[src/rtl/pipeline_hazard_ctrl_if.sv]
// Hazard-controller bundle: ID/EX/MEM hazard inputs in, pipeline-register controls and counters out.
// The master side is the pipeline datapath; the slave side is the hazard controller.
interface pipeline_hazard_ctrl_if #(
    parameter int CNT_W = 16
);
    logic [4:0]       id_rs;
    logic [4:0]       id_rt;
    logic             id_uses_rt;
    logic             ex_memread;
    logic [4:0]       ex_write_reg;
    logic             mem_branch;
    logic             mem_zero;
    logic             mem_jump;
    logic             mem_memread;
    logic             mem_memwrite;
    logic             dmem_ready;
    logic             pc_write;
    logic             pc_redirect;
    logic             ifid_write;
    logic             ifid_flush;
    logic             idex_flush;
    logic             exmem_flush;
    logic             pipe_hold;
    logic             memwb_bubble;
    logic             mem_timeout;
    logic [CNT_W-1:0] stall_cycles;
    logic [CNT_W-1:0] flush_events;

    modport master (
        output id_rs, id_rt, id_uses_rt, ex_memread, ex_write_reg,
               mem_branch, mem_zero, mem_jump, mem_memread, mem_memwrite, dmem_ready,
        input  pc_write, pc_redirect, ifid_write, ifid_flush, idex_flush, exmem_flush,
               pipe_hold, memwb_bubble, mem_timeout, stall_cycles, flush_events
    );

    modport slave (
        input  id_rs, id_rt, id_uses_rt, ex_memread, ex_write_reg,
               mem_branch, mem_zero, mem_jump, mem_memread, mem_memwrite, dmem_ready,
        output pc_write, pc_redirect, ifid_write, ifid_flush, idex_flush, exmem_flush,
               pipe_hold, memwb_bubble, mem_timeout, stall_cycles, flush_events
    );
endinterface

[src/rtl/pipeline_hazard_ctrl.sv]
// Stall/flush sequencer for the 5-stage pipeline: load-use bubbles, MEM-stage redirects,
// whole-pipe freeze on a busy data memory with a sticky timeout error.
module pipeline_hazard_ctrl #(
    parameter int MEM_TIMEOUT = 256,
    parameter int CNT_W       = 16
) (
    input logic                  clk,
    input logic                  reset,
    pipeline_hazard_ctrl_if.slave hz
);
    typedef enum logic [1:0] {
        RUN      = 2'd0,
        MEM_WAIT = 2'd1,
        ERR      = 2'd2
    } state_e;

    localparam int              WC_W    = $clog2(MEM_TIMEOUT + 1);
    localparam logic [WC_W-1:0] WC_LAST = WC_W'(MEM_TIMEOUT - 1);

    state_e           state_q, state_d;
    logic [WC_W-1:0]  wait_q, wait_d;
    logic [CNT_W-1:0] stall_q, flush_q;

    logic mem_busy_s, load_use_s, take_s, freeze_s, resolve_s;
    logic pc_write_s, pc_redirect_s, ifid_write_s, ifid_flush_s, idex_flush_s;
    logic exmem_flush_s, pipe_hold_s, memwb_bubble_s;

    // Hazard detection and next-state; resolve_s marks cycles judged as an unfrozen RUN cycle
    always_comb begin
        mem_busy_s = (hz.mem_memread | hz.mem_memwrite) & ~hz.dmem_ready;
        load_use_s = hz.ex_memread & (hz.ex_write_reg != 5'd0) &
                     ((hz.ex_write_reg == hz.id_rs) | (hz.id_uses_rt & (hz.ex_write_reg == hz.id_rt)));
        take_s     = (hz.mem_branch & hz.mem_zero) | hz.mem_jump;
        state_d    = state_q;
        wait_d     = wait_q;
        freeze_s   = 1'b0;
        resolve_s  = 1'b0;
        case (state_q)
            RUN: begin
                if (mem_busy_s) begin
                    freeze_s = 1'b1;
                    state_d  = MEM_WAIT;
                    wait_d   = WC_W'(1);
                end else begin
                    resolve_s = 1'b1;
                end
            end
            MEM_WAIT: begin
                if (!hz.dmem_ready) begin
                    freeze_s = 1'b1;
                    wait_d   = wait_q + WC_W'(1);
                    if (wait_q == WC_LAST) begin
                        state_d = ERR;
                    end else begin
                        state_d = MEM_WAIT;
                    end
                end else begin
                    resolve_s = 1'b1;
                    state_d   = RUN;
                    wait_d    = '0;
                end
            end
            ERR: begin
                freeze_s = 1'b1;
            end
            default: begin
                state_d = RUN;
                wait_d  = '0;
            end
        endcase
    end

    // Pipeline-register controls; reset forces every stage to a bubble
    always_comb begin
        pc_write_s     = 1'b1;
        ifid_write_s   = 1'b1;
        pc_redirect_s  = 1'b0;
        ifid_flush_s   = 1'b0;
        idex_flush_s   = 1'b0;
        exmem_flush_s  = 1'b0;
        pipe_hold_s    = 1'b0;
        memwb_bubble_s = 1'b0;
        if (reset) begin
            pc_write_s     = 1'b0;
            ifid_write_s   = 1'b0;
            ifid_flush_s   = 1'b1;
            idex_flush_s   = 1'b1;
            exmem_flush_s  = 1'b1;
            memwb_bubble_s = 1'b1;
        end else if (freeze_s) begin
            pc_write_s     = 1'b0;
            ifid_write_s   = 1'b0;
            pipe_hold_s    = 1'b1;
            memwb_bubble_s = 1'b1;
        end else if (resolve_s && take_s) begin
            // Redirect wins over load-use: the stalled ID instruction is squashed anyway
            pc_redirect_s = 1'b1;
            ifid_flush_s  = 1'b1;
            idex_flush_s  = 1'b1;
            exmem_flush_s = 1'b1;
        end else if (resolve_s && load_use_s) begin
            pc_write_s   = 1'b0;
            ifid_write_s = 1'b0;
            idex_flush_s = 1'b1;
        end else begin
            pc_write_s   = 1'b1;
            ifid_write_s = 1'b1;
        end
    end

    // State, wait counter and saturating performance counters
    always_ff @(posedge clk) begin
        if (reset) begin
            state_q <= RUN;
            wait_q  <= '0;
            stall_q <= '0;
            flush_q <= '0;
        end else begin
            state_q <= state_d;
            wait_q  <= wait_d;
            if (!pc_write_s && (stall_q != {CNT_W{1'b1}})) begin
                stall_q <= stall_q + CNT_W'(1);
            end
            if (pc_redirect_s && (flush_q != {CNT_W{1'b1}})) begin
                flush_q <= flush_q + CNT_W'(1);
            end
        end
    end

    assign hz.pc_write     = pc_write_s;
    assign hz.pc_redirect  = pc_redirect_s;
    assign hz.ifid_write   = ifid_write_s;
    assign hz.ifid_flush   = ifid_flush_s;
    assign hz.idex_flush   = idex_flush_s;
    assign hz.exmem_flush  = exmem_flush_s;
    assign hz.pipe_hold    = pipe_hold_s;
    assign hz.memwb_bubble = memwb_bubble_s;
    assign hz.mem_timeout  = (state_q == ERR) & ~reset;
    assign hz.stall_cycles = stall_q;
    assign hz.flush_events = flush_q;
endmodule

[src/flat_wrapper.sv]
// flat-port wrapper written by rule: the top's interface ports become plain ports
module pipeline_hazard_ctrl_flat 
#(
    parameter int MEM_TIMEOUT = 256,
    parameter int CNT_W       = 16
)
  (clk, reset, hz_id_rs, hz_id_rt, hz_id_uses_rt, hz_ex_memread, hz_ex_write_reg, hz_mem_branch, hz_mem_zero, hz_mem_jump, hz_mem_memread, hz_mem_memwrite, hz_dmem_ready, hz_pc_write, hz_pc_redirect, hz_ifid_write, hz_ifid_flush, hz_idex_flush, hz_exmem_flush, hz_pipe_hold, hz_memwb_bubble, hz_mem_timeout, hz_stall_cycles, hz_flush_events);
  pipeline_hazard_ctrl_if #(.CNT_W(CNT_W)) hz_i ();
  input logic clk;
  input logic reset;
  input wire logic [$bits(hz_i.id_rs)-1:0] hz_id_rs;
  input wire logic [$bits(hz_i.id_rt)-1:0] hz_id_rt;
  input wire logic [$bits(hz_i.id_uses_rt)-1:0] hz_id_uses_rt;
  input wire logic [$bits(hz_i.ex_memread)-1:0] hz_ex_memread;
  input wire logic [$bits(hz_i.ex_write_reg)-1:0] hz_ex_write_reg;
  input wire logic [$bits(hz_i.mem_branch)-1:0] hz_mem_branch;
  input wire logic [$bits(hz_i.mem_zero)-1:0] hz_mem_zero;
  input wire logic [$bits(hz_i.mem_jump)-1:0] hz_mem_jump;
  input wire logic [$bits(hz_i.mem_memread)-1:0] hz_mem_memread;
  input wire logic [$bits(hz_i.mem_memwrite)-1:0] hz_mem_memwrite;
  input wire logic [$bits(hz_i.dmem_ready)-1:0] hz_dmem_ready;
  output wire logic [$bits(hz_i.pc_write)-1:0] hz_pc_write;
  output wire logic [$bits(hz_i.pc_redirect)-1:0] hz_pc_redirect;
  output wire logic [$bits(hz_i.ifid_write)-1:0] hz_ifid_write;
  output wire logic [$bits(hz_i.ifid_flush)-1:0] hz_ifid_flush;
  output wire logic [$bits(hz_i.idex_flush)-1:0] hz_idex_flush;
  output wire logic [$bits(hz_i.exmem_flush)-1:0] hz_exmem_flush;
  output wire logic [$bits(hz_i.pipe_hold)-1:0] hz_pipe_hold;
  output wire logic [$bits(hz_i.memwb_bubble)-1:0] hz_memwb_bubble;
  output wire logic [$bits(hz_i.mem_timeout)-1:0] hz_mem_timeout;
  output wire logic [$bits(hz_i.stall_cycles)-1:0] hz_stall_cycles;
  output wire logic [$bits(hz_i.flush_events)-1:0] hz_flush_events;
  assign hz_i.id_rs = hz_id_rs;
  assign hz_i.id_rt = hz_id_rt;
  assign hz_i.id_uses_rt = hz_id_uses_rt;
  assign hz_i.ex_memread = hz_ex_memread;
  assign hz_i.ex_write_reg = hz_ex_write_reg;
  assign hz_i.mem_branch = hz_mem_branch;
  assign hz_i.mem_zero = hz_mem_zero;
  assign hz_i.mem_jump = hz_mem_jump;
  assign hz_i.mem_memread = hz_mem_memread;
  assign hz_i.mem_memwrite = hz_mem_memwrite;
  assign hz_i.dmem_ready = hz_dmem_ready;
  assign hz_pc_write = hz_i.pc_write;
  assign hz_pc_redirect = hz_i.pc_redirect;
  assign hz_ifid_write = hz_i.ifid_write;
  assign hz_ifid_flush = hz_i.ifid_flush;
  assign hz_idex_flush = hz_i.idex_flush;
  assign hz_exmem_flush = hz_i.exmem_flush;
  assign hz_pipe_hold = hz_i.pipe_hold;
  assign hz_memwb_bubble = hz_i.memwb_bubble;
  assign hz_mem_timeout = hz_i.mem_timeout;
  assign hz_stall_cycles = hz_i.stall_cycles;
  assign hz_flush_events = hz_i.flush_events;
  pipeline_hazard_ctrl #(.MEM_TIMEOUT(MEM_TIMEOUT), .CNT_W(CNT_W)) u_core (.clk(clk), .reset(reset), .hz(hz_i));
endmodule
[config.mk]
export PLATFORM = sky130hd
export DESIGN_NAME = pipeline_hazard_ctrl_flat
export DESIGN_NICKNAME = d
export VERILOG_FILES = /design/src/rtl/pipeline_hazard_ctrl_if.sv /design/src/rtl/pipeline_hazard_ctrl.sv /design/src/flat_wrapper.sv
export SDC_FILE = /design/constraint.sdc
export NUM_CORES = 1
export LEC_CHECK = 0
export CORE_ASPECT_RATIO = 1.25
export CORE_MARGIN = 2
export CORE_UTILIZATION = 45
export DETAILED_ROUTE_END_ITERATION = 8
export GPL_ROUTABILITY_DRIVEN = 1
export PLACE_DENSITY = 0.87
export SYNTH_ARGS = -nofsm -noshare
export SYNTH_HDL_FRONTEND = slang
export SYNTH_SLANG_ARGS = --single-unit
[constraint.sdc]
create_clock -name clk -period 2.9 [get_ports clk]
set_input_delay 0.58 -clock clk [delete_from_list [all_inputs] [get_ports clk]]
set_output_delay 0.58 -clock clk [all_outputs]
set_load 0.03 [all_outputs]
Yosys cells after proc, flatten, opt, wreduce, memory -nomap -nowiden
Index checks and enable logic that the tools add are counted.
{ "op_classes": {"n_eq_ne": 8, "add_sub_neg": 3, "n_mux": 28, "reduce_logical": 8, "n_bitwise": 12} }
{ "ops": {"columns": ["op", "count"], "rows": [
  ["$add 16x1->16 const B", 2],
  ["$ne 16x16->1 const B", 2],
  ["$pmux 9 s3", 1],
  ["$mux 1", 19],
  ["$mux 9", 2],
  ["$eq 5x5->1", 2],
  ["$add 9x1->9 const B", 1],
  ["$eq 9x8->1 const B", 1],
  ["$and 1x1->1", 6],
  ["$mux 2", 3],
  ["$pmux 2 s3", 1],
  ["$reduce_bool 5->1", 1],
  ["$logic_and 1x1->1", 4],
  ["$not 1->1", 3],
  ["$or 1x1->1", 3],
  ["$pmux 1 s3", 1],
  ["$eq 2x1->1 const B", 1],
  ["$eq 2x2->1 const B", 1],
  ["$logic_not 2->1", 1],
  ["$ne 2x1->1 const B", 1],
  ["$pmux 1 s2", 1],
  ["$reduce_and 2->1", 1],
  ["$logic_not 1->1", 1]
]} }
{ "totals": {"out_inout_bits": 41, "elab_cells": 63, "regBits": 43, "inputBits": 25} }

Longest topological paths before layout
{ "depth": {"depth_word": 11, "ltp_mapped": 9, "ltp_nobuf": 7} }

Least setup slack after synthesis
No wires, ideal clock.
{ "synth_timing": {"kind": "in2out", "start": "in hz_mem_memwrite", "end": "out hz_pc_write", "path_slack_ps": 114, "required_ps": 2320, "path_buffers": 2, "t_arrival_ps": 2206, "stages": 7, "cell_sequence": "or2_1 -> o21ai_0 -> nand3_1 -> a21o_4 -> inv_4 -> buf_6 -> buf_4"} }
{ "synth_via": {"elab_chain_cells": 9, "word_cells_on_any_way": 12, "classes_between": "8 x mux; 2 x bitwise; 2 x reduce/logical"} }
{ "synth_lines": {"columns": ["item", "line", "text"], "rows": [
  ["from (decl)", "flat_wrapper.sv:20", "input wire logic [$bits(hz_i.mem_memwrite)-1:0] hz_mem_memwrite;"],
  ["$or 1x1->1 *", "pipeline_hazard_ctrl.sv:30", "mem_busy_s = (hz.mem_memread | hz.mem_memwrite) & ~hz.dmem_ready;"],
  ["$and 1x1->1 *", "pipeline_hazard_ctrl.sv:30", null],
  ["$mux 1", "pipeline_hazard_ctrl.sv:40", "if (mem_busy_s) begin"],
  ["$pmux 1 s2", "pipeline_hazard_ctrl.sv:38", "case (state_q)"],
  ["$logic_and 1x1->1", "pipeline_hazard_ctrl.sv:101", "end else if (resolve_s && load_use_s) begin"],
  ["$mux 1 (2 in a row)", null, null],
  ["$mux 1 * (2 in a row)", null, null],
  ["to (decl)", "flat_wrapper.sv:22", "output wire logic [$bits(hz_i.pc_write)-1:0] hz_pc_write;"]
]} }
Every way passes the cells marked *; elsewhere a longest branch is shown, timed or not.

Worst setup path after layout
{ "layout_timing": {"start": "in hz_ex_write_reg[0]", "end": "out hz_pc_write"} }
{ "layout_via": {"elab_chain_cells": 9, "word_cells_on_any_way": 12, "classes_between": "2 x eq/ne; 4 x mux; 4 x bitwise; 2 x reduce/logical"} }
{ "layout_lines": {"columns": ["item", "line", "text"], "rows": [
  ["from (decl)", "flat_wrapper.sv:15", "input wire logic [$bits(hz_i.ex_write_reg)-1:0] hz_ex_write_reg;"],
  ["$eq 5x5->1", "pipeline_hazard_ctrl.sv:32", "((hz.ex_write_reg == hz.id_rs) | (hz.id_uses_rt & (hz.ex_write_reg == hz.id_rt)));"],
  ["$and 1x1->1", "pipeline_hazard_ctrl.sv:32", null],
  ["$or 1x1->1", "pipeline_hazard_ctrl.sv:32", null],
  ["$and 1x1->1 *", "pipeline_hazard_ctrl.sv:31", "load_use_s = hz.ex_memread & (hz.ex_write_reg != 5'd0) &"],
  ["$logic_and 1x1->1 *", "pipeline_hazard_ctrl.sv:101", null],
  ["$mux 1 *", "pipeline_hazard_ctrl.sv:101", null],
  ["$mux 1 *", "pipeline_hazard_ctrl.sv:95", "end else if (resolve_s && take_s) begin"],
  ["$mux 1 *", "pipeline_hazard_ctrl.sv:90", "end else if (freeze_s) begin"],
  ["$mux 1 *", "pipeline_hazard_ctrl.sv:83", "if (reset) begin"]
]} }
Marks and branches as above.

==> flow_metrics.py <==
metrics = {
    "timing": {
        "setup_viol": 0,
        "hold_viol": 0,
        "grt_setup_unrepaired": "yes",
        "tightest_slew_ns": 0.672,
        "drv_slew": 0,
        "fin_crit_sh": 0.985,
        "slew_headroom": 0.550,
        "fmax_ghz": 0.350,
        "fin_skew_ns": 0.0111,
        "fin_crit_ns": 2.86,
    },
    "yosys": {
        "yosys_warnings": 0,
        "synth.avg_cell_area_sq_um": 8.55,
        "syn_inst": 270,
        "ys_ff_latch": 43,
        "yosysTopAreaCell": "dfxtp_1",
        "syn_nets": 299,
        "synth_top_cells_by_count": "dfxtp_1 (43), nor2_1 (35), nand3_1 (20)",
        "synth_top_area_frac": 0.373,
        "yosysMostFrequentCell": "dfxtp_1",
        "syn-cell-area_sq_mm": 0.00231,
        "synth_area_leaders": "dfxtp_1 (37%), nor2_1 (5.7%), xnor2_1 (5.7%)",
        "synth_edf_count": 0,
        "async_flop_share": 0,
        "synth.distinct_cells": 43,
        "synth-seq-area-share": 0.373,
        "ys_dominant_reg_cell": "dfxtp_1",
    },
    "worst_setup_path": {
        "cp_top_family": "buffers and inverters",
        "crit_chain": "clkdlybuf4s50_1, or4_1, o21ai_2, nor3_2, a21o_4, inv_4, buf_4",
        "cp_num_buf_inv": 3,
        "path_max_fanout": 12,
        "slowest_stage": "or4_1",
        "critPathKind": "in2out",
        "worst_ep_required_time_ns": 2.32,
        "crit_path_max_incr_delay_ns": 0.55,
        "cp-end-kind": "primary output",
        "critPathLaunchType": "input pin",
        "cp.arrival_ns": 2.28,
    },
    "cts": {
        "cts_buffer_depth": 2,
        "clock_sinks": 43,
        "cts_made_buffers": 5,
        "clock-root-buffer": "clkbuf_8",
        "clock_latency_ns": 0.30,
        "cts_tree": "done",
        "htree_levels": 2,
        "hold_buffers": 0,
        "path_clk_slew_ns": 0.08,
    },
    "floorplanning": {
        "start_util": 0.461,
        "ioPinCount": 66,
        "die-height_um": 84.1,
        "rows": 29,
        "design.core.area_sq_mm": 0.00501,
        "die_area_sq_mm": 0.00573,
        "die_width_um": 68.1,
    },
    "routing": {
        "post_drt_wl_per_cell_um": 12.8,
        "vias": 2176,
        "drtAntennaViolNets": 0,
        "drt-pass1-iter-count": 4,
        "first_iter_violations": 125,
        "drc": 0,
        "vias_per_cell": 5.40,
        "drt_wl_total_um": 5140,
    },
    "global_routing": {
        "grt_antenna_before_repair": 0,
        "grt_pass1_vias": 1946,
        "track_usage": 0.184,
        "grt_max_degree": 40,
        "gr-total-overflow": 0,
        "grt_pass1_wl_um": 8360,
    },
    "run_status": {
        "status": "finished, final reports clean",
    },
    "pwr": {
        "p_per_area_mw_per_mm2": 375,
        "p_leak_uw": 0.00114,
        "peakVddDrop_uv": 233,
    },
    "final_layout": {
        "fill_cells": 434,
        "layout-drive-gt1-share": 0.117,
        "instances_no_fill": 403,
        "area_growth_syn_to_layout_pct": 35.5,
        "final_util": 0.625,
        "insertedDiodeCount": 0,
        "layout.nets": 369,
    },
    "flow_run": {
        "maxCapViolations": 0,
    },
    "min_path": {
        "hp-class": "reg2reg",
    },
    "place": {
        "io_buffers": 65,
        "gp_congestion": 0.805,
        "placed_cells": 395,
        "dp.final_hpwl_um": 3840,
    },
}
## repair_timing
item,in CTS,in global routing
gates resized for setup,0,1
setup endpoints to repair,0,2
buffers inserted,0,0
endpoints found under the hold margin,0,0
## layout by cell type (no fill, tap or decap), types with 7 or more instances in the layout
| cell | count |
|---|---|
| nor2_1 | 35 |
| buf_4 | 16 |
| and3_1 | 7 |
| nor2b_1 | 7 |
| clkdlybuf4s50_1 | 56 |
| or4_1 | 7 |
| nand4_1 | 12 |
| nand3_1 | 20 |
| nand2_1 | 16 |
| a21oi_1 | 14 |
| xnor2_1 | 15 |
| xor2_1 | 13 |
| dfxtp_1 | 43 |
## worst paths after layout
check                                                   to  depth (start not counted)  slack [ns]                 startpoint
worst max-delay path                           hz_pc_write                          7        0.04         hz_ex_write_reg[0]
worst min-delay path             u_core.hz.stall_cycles[4]                          2        0.49  u_core.hz.stall_cycles[4]
worst max register to register  u_core.hz.stall_cycles[11]                          6        0.85  u_core.hz.stall_cycles[0]
worst min register to register   u_core.hz.stall_cycles[4]                          2        0.49  u_core.hz.stall_cycles[4]
## layout make-up
class	instances	area, sq um	area share
Timing Repair Buffer	74	721	0.230
Inverter	7	28.8	0.00919
Clock inverter	3	20.0	0.00639
Tap cell	62	77.6	0.0248
Multi-Input combinational cell	209	1350	0.432
Clock buffer	5	68.8	0.0220
Sequential cell	43	861	0.275
## report_power, final
part	internal, uW	switching (uW)	leakage (uW)
sequential	599	10.9	0.000348
clock	168	213	0.0000402
combinational	89.6	93.4	0.000756
## cells by family (layout without fill, tap and decap cells)
logic type      count (synthesis)  count (layout)  share of synthesized area
flops                          43              43                      0.373
xor+xnor                       28              28                      0.106
fa+ha+maj                       4               4                     0.0217
simple gates                  125             125                      0.288
buf+inv                        18              89                     0.0412
compound gates                 42              42                      0.120
mux                            10              10                     0.0509
## worst reg2reg max path: cells and delay by family (launching register included)
kind	cells	cell delay, ns
flops	1	0.42
fa+ha+maj	1	0.23
simple gates	4	1.04
mux	1	0.29
## state kept, by name, summed over array words and instances, names as in the netlist
| register | cells |
|---|---|
| u_core.hz.flush_events | 16 |
| u_core.hz.stall_cycles | 16 |
| u_core.state_q | 2 |
| u_core.wait_q | 9 |
## through the flow
step	hold slack, ns	TNS (ns)	instance area [sq um]	setup slack, ns	total power [uW]
floorplan	0.458	0	2310	0.114	725
global placement	0.473	0	3040	0.0458	803
detailed placement	0.483	0	3040	0.0292	807
CTS	0.494	0	3130	0.0279	1180
global route	0.529	-0.0371	3130	-0.0186	1220
finish	0.494	0	3130	0.0428	1170
## layer usage
layer / GRT usage / share of wire / vias up
met1: 0.231 / 0.44 / 1011
met3: 0.0364 / 0.053 / 7
met5: 0 / 0 / -
met2: 0.300 / 0.49 / 57
met4: 0.0764 / 0.018 / 0
li1: - / - / 1101
Power figures use the tool's default switching activity.
